## src/rtl/mem_multicut.sv

```systemverilog
// Memory-bus multi-cut: spill-register request path, plain-register response path, read throttling.
// Optional macro MEM_MULTICUT_RSP_CHECK_EN enables the sticky spurious-response flag on err_o.
module mem_multicut #(
  parameter int unsigned AddrWidth      = 32,
  parameter int unsigned DataWidth      = 32,
  parameter int unsigned NumReqCuts     = 1,
  parameter int unsigned NumRspCuts     = 1,
  parameter int unsigned MaxOutstanding = 4,
  localparam int unsigned StrbWidth     = DataWidth / 8
) (
  input  logic                 clk_i,
  input  logic                 rst_i,
  input  logic                 req_i,
  output logic                 gnt_o,
  input  logic [AddrWidth-1:0] addr_i,
  input  logic                 we_i,
  input  logic [DataWidth-1:0] wdata_i,
  input  logic [StrbWidth-1:0] strb_i,
  output logic                 rvalid_o,
  output logic [DataWidth-1:0] rdata_o,
  output logic                 req_o,
  input  logic                 gnt_i,
  output logic [AddrWidth-1:0] addr_o,
  output logic                 we_o,
  output logic [DataWidth-1:0] wdata_o,
  output logic [StrbWidth-1:0] strb_o,
  input  logic                 rvalid_i,
  input  logic [DataWidth-1:0] rdata_i,
  output logic                 busy_o,
  output logic                 err_o
);

  localparam int unsigned PldWidth = 1 + StrbWidth + AddrWidth + DataWidth;
  localparam int unsigned CntWidth = $clog2(MaxOutstanding + 1);
  localparam logic [CntWidth-1:0] CntMax = CntWidth'(MaxOutstanding);

  logic [CntWidth-1:0] cnt_q, cnt_d;
  logic                throttle;
  logic                rd_hs;

  logic [NumReqCuts:0] req_vld;
  logic [NumReqCuts:0] req_rdy;
  logic [NumReqCuts:0] stg_occ;
  logic [PldWidth-1:0] req_pld [NumReqCuts+1];

  logic [NumRspCuts:0] rsp_vld;
  logic [DataWidth-1:0] rsp_dat [NumRspCuts+1];

  // Reads are held off upstream once the outstanding budget is used up; writes always pass.
  assign throttle = !we_i && (cnt_q == CntMax);
  assign gnt_o    = req_rdy[0] && !throttle;
  assign rd_hs    = req_i && gnt_o && !we_i;

  assign req_vld[0]          = req_i && !throttle;
  assign req_pld[0]          = {we_i, strb_i, addr_i, wdata_i};
  assign req_rdy[NumReqCuts] = gnt_i;
  assign stg_occ[0]          = 1'b0;

  for (genvar k = 0; k < NumReqCuts; k++) begin : g_req_cut
    logic                a_vld_q, a_vld_d, b_vld_q, b_vld_d;
    logic [PldWidth-1:0] a_pld_q, a_pld_d, b_pld_q, b_pld_d;
    logic                in_hs;

    // Slot a drives the output; slot b catches the beat accepted while a is stalled.
    always_comb begin
      in_hs   = req_vld[k] && !b_vld_q;
      a_vld_d = a_vld_q;
      a_pld_d = a_pld_q;
      b_vld_d = b_vld_q;
      b_pld_d = b_pld_q;
      if (!a_vld_q || req_rdy[k+1]) begin
        if (b_vld_q) begin
          a_vld_d = 1'b1;
          a_pld_d = b_pld_q;
          b_vld_d = 1'b0;
        end else begin
          a_vld_d = in_hs;
          if (in_hs) a_pld_d = req_pld[k];
        end
      end else if (in_hs) begin
        b_vld_d = 1'b1;
        b_pld_d = req_pld[k];
      end
    end

    always_ff @(posedge clk_i) begin
      if (rst_i) begin
        a_vld_q <= 1'b0;
        b_vld_q <= 1'b0;
        a_pld_q <= '0;
        b_pld_q <= '0;
      end else begin
        a_vld_q <= a_vld_d;
        b_vld_q <= b_vld_d;
        a_pld_q <= a_pld_d;
        b_pld_q <= b_pld_d;
      end
    end

    assign req_rdy[k]   = !b_vld_q;
    assign req_vld[k+1] = a_vld_q;
    assign req_pld[k+1] = a_pld_q;
    assign stg_occ[k+1] = a_vld_q || b_vld_q;
  end

  assign req_o = req_vld[NumReqCuts];
  assign {we_o, strb_o, addr_o, wdata_o} = req_pld[NumReqCuts];

  assign rsp_vld[0] = rvalid_i;
  assign rsp_dat[0] = rdata_i;

  for (genvar k = 0; k < NumRspCuts; k++) begin : g_rsp_cut
    logic                 vld_q;
    logic [DataWidth-1:0] dat_q;

    always_ff @(posedge clk_i) begin
      if (rst_i) begin
        vld_q <= 1'b0;
        dat_q <= '0;
      end else begin
        vld_q <= rsp_vld[k];
        dat_q <= rsp_dat[k];
      end
    end

    assign rsp_vld[k+1] = vld_q;
    assign rsp_dat[k+1] = dat_q;
  end

  assign rvalid_o = rsp_vld[NumRspCuts];
  assign rdata_o  = rsp_dat[NumRspCuts];

  always_comb begin
    cnt_d = cnt_q;
    if (rd_hs && !rvalid_o && (cnt_q != CntMax)) begin
      cnt_d = cnt_q + CntWidth'(1);
    end else if (!rd_hs && rvalid_o && (cnt_q != '0)) begin
      cnt_d = cnt_q - CntWidth'(1);
    end
  end

  always_ff @(posedge clk_i) begin
    if (rst_i) cnt_q <= '0;
    else       cnt_q <= cnt_d;
  end

  assign busy_o = (|stg_occ) || (cnt_q != '0);

`ifdef MEM_MULTICUT_RSP_CHECK_EN
  logic err_q, err_d;

  // A response with nothing outstanding (and no read landing this cycle) is a protocol error.
  always_comb begin
    err_d = err_q;
    if (rvalid_o && (cnt_q == '0) && !rd_hs) err_d = 1'b1;
  end

  always_ff @(posedge clk_i) begin
    if (rst_i) err_q <= 1'b0;
    else       err_q <= err_d;
  end

  assign err_o = err_q;
`else
  assign err_o = 1'b0;
`endif

endmodule
```

## config.mk

```make
export PLATFORM = sky130hd
export DESIGN_NAME = mem_multicut
export DESIGN_NICKNAME = d
export VERILOG_FILES = /design/src/rtl/mem_multicut.sv
export SDC_FILE = /design/constraint.sdc
export NUM_CORES = 1
export LEC_CHECK = 0
export BUFFER_PORTS_ARGS = -buffer_cell sky130_fd_sc_hd__buf_2
export CAP_MARGIN = 10
export CELL_PAD_IN_SITES_DETAIL_PLACEMENT = 0
export CELL_PAD_IN_SITES_GLOBAL_PLACEMENT = 1
export CORE_MARGIN = 1
export CORE_UTILIZATION = 40
export CTS_CLUSTER_SIZE = 30
export DETAILED_ROUTE_END_ITERATION = 10
export MAX_ROUTING_LAYER = met4
export PLACE_DENSITY_LB_ADDON = 0.15
export SKIP_CTS_REPAIR_TIMING = 1
export SLEW_MARGIN = 20
export SYNTH_ARGS = -nofsm -noshare
export SYNTH_HDL_FRONTEND = slang
export SYNTH_SLANG_ARGS = --single-unit
```

## constraint.sdc

```tcl
create_clock -name clk_i -period 4.46 [get_ports clk_i]
set_input_delay 0.892 -clock clk_i [delete_from_list [all_inputs] [get_ports clk_i]]
set_output_delay 0.892 -clock clk_i [all_outputs]
set_load 0.02 [all_outputs]
```

# Yosys cells after proc, flatten, opt, wreduce, memory -nomap -nowiden
# Cells that the tools add are included.
# op_classes
add_sub_neg	2
muxes	5
n_bitwise	1
n_reduce_logical	25
n_eq_ne	2
# op_table
cell	n
2-to-1 mux 69 bit	2
logical AND 1 bit	10
zero test 1 bit	6
2-to-1 mux 3 bit	2
AND reduction 2 bit	2
nonzero test 2 bit	2
adder 3 x 1 -> 3 bit, second input constant	1
== test 3 bit, second input constant	1
logical OR 1 bit	3
inequality test 3 bit, second input constant	1
nonzero test 3 bit	1
subtractor 3 x 1 -> 3 bit, second input constant	1
OR reduction 2 bit	1
2-to-1 mux 1 bit	1
inverter 1 bit	1
# word_totals
out_inout_bits	106
inputBits	106
elab_cells	42
reg_bits	176

# Longest topological paths before layout
# Gate-level depths: netlist of run 1.
# logic_depth
depth_word	11
ltp_mapped	8
ltp_nobuf	7

# Worst setup path before layout of run 1
# No wires, ideal clock.
# synth_path
path_kind	input port to flip-flop
from	input port we_i
to	register cnt_q[2]
path_stages	7
required_ns	4.344
n_path_buf	0
arrival_ns	2.464
path_slack_ns	1.880
setup_ns	0.116
cell_sequence	or3b_2 -> a211o_1 -> fa_1 -> inv_1 -> and3_1 -> o21ai_0 -> o211a_1
# synth_between
elab_chain_len	10
word_cells_on_any_way	13
classes_between	1 x mux; 12 x reduce/logical
# synth_lines
element	line_no	rtl
from (decl)	16	input logic we_i,
zero test 1 bit *	50, 52	
logical AND 1 bit	50	assign throttle = !we_i && (cnt_q == CntMax);
zero test 1 bit	51	assign gnt_o = req_rdy[0] && !throttle;
logical AND 1 bit	51	
logical AND 1 bit	52	assign rd_hs = req_i && gnt_o && !we_i;
logical AND 1 bit *	52	
zero test 1 bit	137	end else if (!rd_hs && rvalid_o && (cnt_q != '0)) begin
logical AND 1 bit (2 in a row)	137	
nonzero test 2 bit (no source line)	--	
to (signal assigned)	144	else cnt_q <= cnt_d;
to (decl)	37	logic [CntWidth-1:0] cnt_q, cnt_d;
# Mark *: on every way between the ends. The rest lies on a longest branch, timed or not.
# A chain may end at the register's enable or synchronous reset.

# Final worst setup path of run 1
# layout_path
from	input port we_i
to	output port gnt_o
# layout_between
elab_chain_len	4
# layout_lines
element	line_no	rtl
zero test 1 bit	50	
logical AND 1 bit	50	
zero test 1 bit	51	
logical AND 1 bit	51	
to (decl)	14	output logic gnt_o,
# No other way between the ends.

==> results of run 1 <==
layout by cell type, fill, tap and decap left out, types with 2 or more instances in the layout:
cell type,instances
buf_2,209
dfxtp_1,175
a21oi_1,141
nand2_1,140
mux2i_1,69
a211oi_1,59
nor2b_1,33
clkbuf_16,18
a211oi_2,10
buf_4,7
nor2_1,4
clkbuf_1,4
diode_2,3
clkbuf_8,3
clkinv_2,3
or4b_2,2
xnor2_1,2
o21ai_0,2
and3_1,2
worst reg2reg max path, delay by kind of cell, from the launching register on:
family | cells | cell delay (ns)
simple gates | 3 | 1.55
compound gates | 1 | 0.15
buf+inv | 1 | 0.30
flops | 1 | 0.47
area by class of cell:
cell class	count	area, um2	share of cell area, %
sequential	176	3530	41.5
multi-input combinational	485	2960	34.9
timing repair buffer	219	1160	13.6
clock buffer	25	507	5.97
tap	220	275	3.24
clock inverter	5	52.6	0.619
antenna	3	7.51	0.0884
inverter	1	3.75	0.0442
registers in the layout (all words and copies together), names as in the netlist:
register           count
rvalid_o               1
req_o                  1
g_req_cut.a_pld_q     69
g_req_cut.b_pld_q     69
cnt_q                  3
g_req_cut.b_vld_q      1
rdata_o               32
synth_stat cells (2+ instances only):
cell type / instances / area, um2
mux2i_1: 69 / 691
a21oi_1: 141 / 706
nand2_1: 140 / 526
buf_6: 3 / 33.8
buf_2: 8 / 40.0
or4b_2: 2 / 20.0
o21ai_0: 2 / 10.0
and3_1: 2 / 12.5
nor2b_1: 33 / 206
dfxtp_1: 176 / 3520
a211oi_1: 59 / 443
nand2b_1: 2 / 12.5
nor2_1: 4 / 15.0
a211oi_2: 10 / 125
xnor2_1: 2 / 17.5
clkbuf_1: 56 / 210
kinds of logic after synthesis:
group	synth area share (%)
mux	10.4
xor+xnor	0.259
simple gates	13.0
other cells	0.0554
fa+ha+maj	0.296
compound gates	19.7
flops	52.0
buf+inv	4.36
layer usage:
metal	track usage (%)	wire length, um
met1	24.2	7430
met2	34.5	8850
met3	4.73	838
met4	7.95	199
met5	-	0
worst paths after layout:
kind,end,slack (ns),from
worst max-delay path,gnt_o,1.61,we_i
worst min-delay path,g_req_cut[0].b_pld_q[9],0.45,g_req_cut[0].b_pld_q[9]
worst max register to register,g_req_cut[0].b_pld_q[65],1.92,cnt_q[2]
worst min register to register,g_req_cut[0].b_pld_q[9],0.45,g_req_cut[0].b_pld_q[9]
where the power goes:
part	switching, mW	total [mW]	internal [mW]	leakage (nW)
Combinational	0.333	0.533	0.201	1.64
Clock	0.565	1.40	0.839	0.274
Sequential	0.0538	1.73	1.67	1.45
Total	0.951	3.66	2.71	3.37
per-stage QoR:
step                      cells  utilization (%)
after global routing       1134             51.2
final                      1134             51.2
after CTS                  1130             51.0
after global placement     1100             47.6
after floorplan             730                -
after detailed placement   1100             47.6
==> results.cfg, run 1 <==
[logic_synthesis]
synth_fp_nets = 837
ys_ff_latch = 176
syn_area_um2 = 6770
yosysWarnings = 0
avgSynthCellArea_um2 = 9.27
synth-edff-count = 0
yosysSeqAreaShare_pct = 52.0
syn_inst = 730
yosys_most_used_dff = dfxtp_1
synthArstFlopShare_pct = 0
synth_cell_type_count = 37

[drt]
ant_nets = 0
drtIter0Drc = 259
vias = 5748
first_pass_iters = 5
avgViaCountPerCell = 5.07
drc = 0
drt_wl_total_mm = 17.3
post_drt_wl_per_cell_um = 15.3

[worst_hold_path]
hold_depth = 2
hold_path.class = reg2reg

[floorplan]
row_count = 47
die_area_um2 = 17500
die_y_um = 132
die_x_um = 132
initial_core_util_pct = 40.8
ios = 212
coreArea_um2 = 16600

[cells_and_area]
fin_area_um2 = 8490
fin_nets = 1007
area_delta_synth_final_pct = 25.5
drive_above_1_share_pct = 29.0
fill_cells = 1611

[sta]
setup_viol = 0
fin_crit_ns = 2.85
setup-tns-final_ns = 0
holdWs_ns = 0.454
setup_slack_ns = 1.61
worst_pin_slew_ns = 0.873
finalCritPeriodShare_pct = 63.9
hold_viol = 0
slew_violations = 0
max_freq_mhz = 351
max_slew_margin_pct = 41.8
finClkSkew_ns = 0.00702
rsz0062_at_grt = no

[cts]
clk_latency_ns = 0.41
clkTransAtPathRegs_ns = 0.06
cts-root-buf = clkbuf_16
htree_levels = 4
tritoncts = done
clock_sinks = 176
clock_path_buffers = 2
numCtsBuffers = 17

[critical_path]
cp-end-kind = output port
cpPeakStageDelay_ns = 0.67
cp_slowest_cell = nor4b_1
cp.arrival_ns = 1.96
worst-path-stages = 4
reg2reg_depth = 5
crit_type = in2out
path_cells = buf_2, nor4b_1, nor2_1, buf_2
cp-start-kind = input port
worst-path-buf-inv = 2
cp_max_fo = 6
cpMostUsedCell = buf_2
cp_top_family = simple AND/OR/NAND/NOR gates
cp_data_required_time_ns = 3.57

[power_and_ir_drop]
p_per_area_nw_per_um2 = 431
ir_drop_v = 0.000252
p_leak_nw = 3.37
power_mw = 3.66

[placement]
hpwl_mm = 11.1
portBuffers = 210
post-place-ws_ns = 1.30
place_congestion = 0.738
postPlaceCellArea_um2 = 7900

[run]
max_cap_violations = 0

[global_route]
grt_pass1_vias = 5617
grt_pass1_wl_mm = 28.1
grt_start_max_net_pins = 95
track_usage_pct = 20.7
antenna_found_initial = 3
grt-ovfl-total = 0

[outcome]
status = completed
Note: power is estimated with default switching activity, not from simulation.
==> run 2, diff against run 1 <==
--- a/config.mk
+++ b/config.mk
@@ -10,7 +10,7 @@
 export CELL_PAD_IN_SITES_DETAIL_PLACEMENT = 0
 export CELL_PAD_IN_SITES_GLOBAL_PLACEMENT = 1
 export CORE_MARGIN = 1
-export CORE_UTILIZATION = 40
+export CORE_UTILIZATION = 34
 export CTS_CLUSTER_SIZE = 30
 export DETAILED_ROUTE_END_ITERATION = 10
 export MAX_ROUTING_LAYER = met4
==> constraint.sdc (replaced) <==
create_clock -name clk_i -period 2.4 [get_ports clk_i]
set_input_delay 0.48 -clock clk_i [delete_from_list [all_inputs] [get_ports clk_i]]
set_output_delay 0.48 -clock clk_i [all_outputs]
set_load 0.02 [all_outputs]
==> run 2 against run 1 <==
Die area grew 17%. Combinational power is 91% higher. Via count is 1.3% higher. Routed wire length rose by 6.7%. Final cell count rose by 4.7%. Setup slack worse by 1.5 ns. Sequential cell count did not move. Critical endpoint is now busy_o.
==> results.cfg, run 2 (synthesis results as in run 1) <==
[floorplan]
die_area_um2 = 20500
ios = 212
row_count = 51
die_x_um = 143
initial_core_util_pct = 34.8
coreArea_um2 = 19500
die_y_um = 143

[critical_path]
cp_slowest_cell = or4b_2
cp_data_required_time_ns = 1.92
cp-start-kind = register
cp_max_fo = 6
cpPeakStageDelay_ns = 0.59
cp-end-kind = output port
cp.arrival_ns = 1.78
path_cells = nor2_4, or4b_2, buf_2
cp_top_family = simple AND/OR/NAND/NOR gates
crit_type = reg2out
worst-path-buf-inv = 1

[cells_and_area]
fill_cells = 1910
fin_nets = 1013
stdcell_count = 1187
area_delta_synth_final_pct = 29.2
seq_area_um2 = 3530
most-common-layout-cells = buf_2, dfxtp_1, a21oi_1, nand2_1, mux2i_1
fin_area_um2 = 8750
drive_above_1_share_pct = 30.1
mostFrequentLayoutCell = buf_2
multi_input_area_um2 = 2970

[power_and_ir_drop]
intPower_mw = 5.43
p_per_area_nw_per_um2 = 838
switching_share_pct = 25.8
ir_drop_v = 0.000480
p_sw_mw = 1.89
power_frac_seq_pct = 43.8
p_leak_nw = 3.46
comb_power_share_pct = 13.9
power_frac_clock_pct = 42.3

[placement]
place_congestion = 0.743
dp_cells = 1152
portBuffers = 210
postPlaceCellArea_um2 = 8060
hpwl_mm = 11.6
post-place-ws_ns = -0.0162

[sta]
max_freq_mhz = 442
fin_crit_ns = 2.26
setup_viol = 0
slew_violations = 0
hold_viol = 0
holdWs_ns = 0.259
finalCritPeriodShare_pct = 94.3
max_slew_margin_pct = 39.7
setup_slack_ns = 0.138
finClkSkew_ns = 0.00835
rsz0062_at_grt = no
worst_pin_slew_ns = 0.904

[cts]
tritoncts = done
clock_sinks = 176
numCtsBuffers = 17
clk_latency_ns = 0.42
cts-root-buf = clkbuf_16
htree_levels = 4
clkTransAtPathRegs_ns = 0.07
clock_path_buffers = 2

[global_route]
grt_pass1_vias = 5728
grt_pass1_wl_mm = 29.6
antenna_found_initial = 3
track_usage_pct = 19.3
grt_start_max_net_pins = 70
grt-ovfl-total = 0

[run]
max_cap_violations = 0

[worst_hold_path]
hold_path.class = in2reg

[drt]
drc = 0
avgViaCountPerCell = 4.91
first_pass_iters = 4
post_drt_wl_per_cell_um = 15.6
ant_nets = 0
drt_wl_total_mm = 18.5
vias = 5825
drtIter0Drc = 277

[outcome]
status = completed
-- run 2: cell count changes in the layout (fill, tap and decap cells not counted), sizes merged --
cell,delta
buf,+6
bufinv,+4
clkinv,+2
clkbuf,-5
inv,+1
-- run 2: layout make-up --
type | count | share of cell area (%)
antenna | 3 | 0.0858
clock buffer | 20 | 5.34
clock inverter | 12 | 2.35
inverter | 1 | 0.0429
multi-input combinational | 485 | 34.0
sequential | 176 | 40.3
tap | 265 | 3.79
timing repair buffer | 225 | 14.1
-- run 2: final timing paths --
check	startpoint	to	slack, ns	depth (start not counted)
worst min register to register	g_req_cut[0].b_pld_q[4]	g_req_cut[0].b_pld_q[4]	0.45	2
worst min-delay path	rdata_i[11]	rdata_o[11]	0.26	2
worst max-delay path	cnt_q[0]	busy_o	0.14	3
worst max register to register	g_req_cut[0].b_vld_q	g_req_cut[0].a_pld_q[29]	0.19	4
-- run 2: power by group through the flow --
| stage | clock (mW) | sequential (mW) | combinational, mW |
|---|---|---|---|
| 2_1_floorplan | 0 | 3.43 | 0.472 |
| 3_3_place_gp | 0 | 3.27 | 1.02 |
| 3_5_place_dp | 0 | 3.27 | 1.03 |
| 4_1_cts | 3.19 | 3.21 | 1.03 |
| 5_1_grt | 3.34 | 3.23 | 1.12 |
| 6_report | 3.10 | 3.21 | 1.02 |
-- run 2: stage by stage --
| step | power (mW) | setup TNS, ns | util (%) |
|---|---|---|---|
| 6_report | 7.33 | 0 | 44.9 |
| 5_1_grt | 7.69 | 0 | 44.9 |
| 4_1_cts | 7.43 | 0 | 44.9 |
| 3_5_place_dp | 4.30 | -0.0190 | 41.4 |
| 3_3_place_gp | 4.28 | 0 | 41.4 |
| 2_1_floorplan | 3.91 | 0 | - |
-- run 2: metal layers --
layer,global-route usage (%),wire [um]
met2,32.2,9210
met5,-,0
met4,6.79,247
met3,4.86,997
met1,22.3,8020
==> run 3, diff against run 2 <==
--- a/config.mk
+++ b/config.mk
@@ -13,9 +13,11 @@
 export CORE_UTILIZATION = 34
 export CTS_CLUSTER_SIZE = 30
 export DETAILED_ROUTE_END_ITERATION = 10
+export GPL_TIMING_DRIVEN = 0
 export MAX_ROUTING_LAYER = met4
 export PLACE_DENSITY_LB_ADDON = 0.15
 export SKIP_CTS_REPAIR_TIMING = 1
+export SKIP_LAST_GASP = 1
 export SLEW_MARGIN = 20
 export SYNTH_ARGS = -nofsm -noshare
 export SYNTH_HDL_FRONTEND = slang
==> constraint.sdc (replaced) <==
create_clock -name clk_i -period 1.9 [get_ports clk_i]
set_input_delay 0.38 -clock clk_i [delete_from_list [all_inputs] [get_ports clk_i]]
set_output_delay 0.38 -clock clk_i [all_outputs]
set_load 0.02 [all_outputs]
==> run 3 against run 2 <==
The flow now finishes with violations (setup timing). Design area rose by 11%. Final cell count grew 6.1%. Critical path depth up 5. Sequential share of layout area decreased by 3.9 points. Setup slack worse by 0.27 ns. Die area unchanged. Critical path type is now reg2reg. Critical endpoint is now cnt_q[2]. Highest routed layer unchanged.
==> results.cfg, run 3 (synthesis results as in run 1) <==
[outcome]
status = complete, but fails checks
violations = setup timing

[floorplan]
initial_core_util_pct = 34.8
die_x_um = 143
die_y_um = 143
row_count = 51
coreArea_um2 = 19500
die_area_um2 = 20500
ios = 212

[placement]
postPlaceCellArea_um2 = 8180
portBuffers = 210
place_congestion = 0.779
hpwl_mm = 13.3
post-place-ws_ns = -1.02

[run]
max_cap_violations = 0

[drt]
met2_length_mm = 9.44
avgViaCountPerCell = 4.77
drt_wl_total_mm = 19.8
post_drt_wl_per_cell_um = 15.7
drc = 0
top_layer_used = met4
drtIter0Drc = 179
wl_met3_um = 807
first_pass_iters = 4
vias = 6016
wl_met1_mm = 9.30
ant_nets = 0

[cts]
clkTransAtPathRegs_ns = 0.08
clock_path_buffers = 2
cts-root-buf = clkbuf_16
numCtsBuffers = 17
clk_latency_ns = 0.43
tritoncts = done
htree_levels = 4
clock_sinks = 176

[global_route]
grt-ovfl-total = 0
antenna_found_initial = 1
grt_pass1_vias = 5580
track_usage_pct = 19.7
grt_pass1_wl_mm = 29.7
grt_start_max_net_pins = 19

[power_and_ir_drop]
power_mw = 9.42
p_leak_nw = 3.81
p_per_area_nw_per_um2 = 969
ir_drop_v = 0.000604

[sta]
holdWs_ns = 0.154
finalCritPeriodShare_pct = 107
hold_viol = 0
slew_violations = 0
fin_crit_ns = 2.03
worst_pin_slew_ns = 0.830
max_freq_mhz = 493
finClkSkew_ns = 0.00942
rsz0062_at_grt = yes
max_slew_margin_pct = 44.7
setup_slack_ns = -0.130
setup_viol = 24

[cells_and_area]
drive_above_1_share_pct = 40.3
mostFrequentLayoutCell = buf_2
fin_area_um2 = 9720
final_core_util_pct = 49.9
fin_nets = 1088
most-common-layout-cells = buf_2, dfxtp_1, nand2_1, a21oi_1, mux2i_1
area_delta_synth_final_pct = 43.5

[critical_path]
cp-start-kind = register
cp.arrival_ns = 2.39
cp_max_fo = 5
cp-end-kind = register
cp_data_required_time_ns = 2.26
crit_type = reg2reg

[worst_hold_path]
hold_path.class = in2reg
-- run 3: changes by cell type in the layout (fill, tap and decap cells not counted), sizes merged --
cell / delta
diode: -2
buf: +26
bufinv: -3
clkinvlp: +1
clkinv: -2
inv: +7
clkbuf: +46
-- run 3: layout make-up --
type	count	area, um2
Inverter	1	3.75
Antenna cell	1	2.50
Timing Repair Buffer	234	1330
Fill cell	1918	9740
Clock inverter	15	194
Multi-Input combinational cell	485	3460
Sequential cell	176	3540
Tap cell	265	332
Clock buffer	17	425
Buffer	66	438
-- run 3: path summary, 6_finish.rpt --
check,from,to,slack [ns],depth (start not counted)
worst max register to register,g_req_cut[0].b_vld_q,cnt_q[2],-0.13,8
worst min-delay path,rdata_i[6],rdata_o[6],0.15,2
worst max-delay path,g_req_cut[0].b_vld_q,cnt_q[2],-0.13,8
worst min register to register,g_req_cut[0].b_pld_q[61],g_req_cut[0].b_pld_q[61],0.45,2
-- run 3: worst max-delay path, cell delays in order, from the launching register on --
cell      delay, ns
dfxtp_4        0.36
buf_12         0.12
or3b_4         0.36
a211o_1        0.26
fa_2           0.35
inv_2          0.08
and3_4         0.19
o21bai_4       0.12
o211a_1        0.14
-- run 3: routing by layer --
metal	global-route usage, %	vias to the layer above
met5	-	-
met4	8.15	0
met3	3.49	17
met2	29.8	148
met1	25.7	2798
li1	-	3053
-- run 3: report_power, final --
group	switching (mW)	leakage [nW]	total (mW)	internal, mW
clock	1.67	0.297	3.68	2.01
sequential	0.143	1.45	4.06	3.92
combinational	0.951	2.06	1.67	0.722
total	2.76	3.81	9.42	6.66
-- run 3: metrics by stage --
| step | TNS (ns) | instances |
|---|---|---|
| after floorplan | -0.422 | 730 |
| after global placement | -75.00 | 1205 |
| after detailed placement | -68.91 | 1205 |
| after CTS | -50.22 | 1237 |
| after global routing | -3.70 | 1260 |
| final | -1.08 | 1260 |
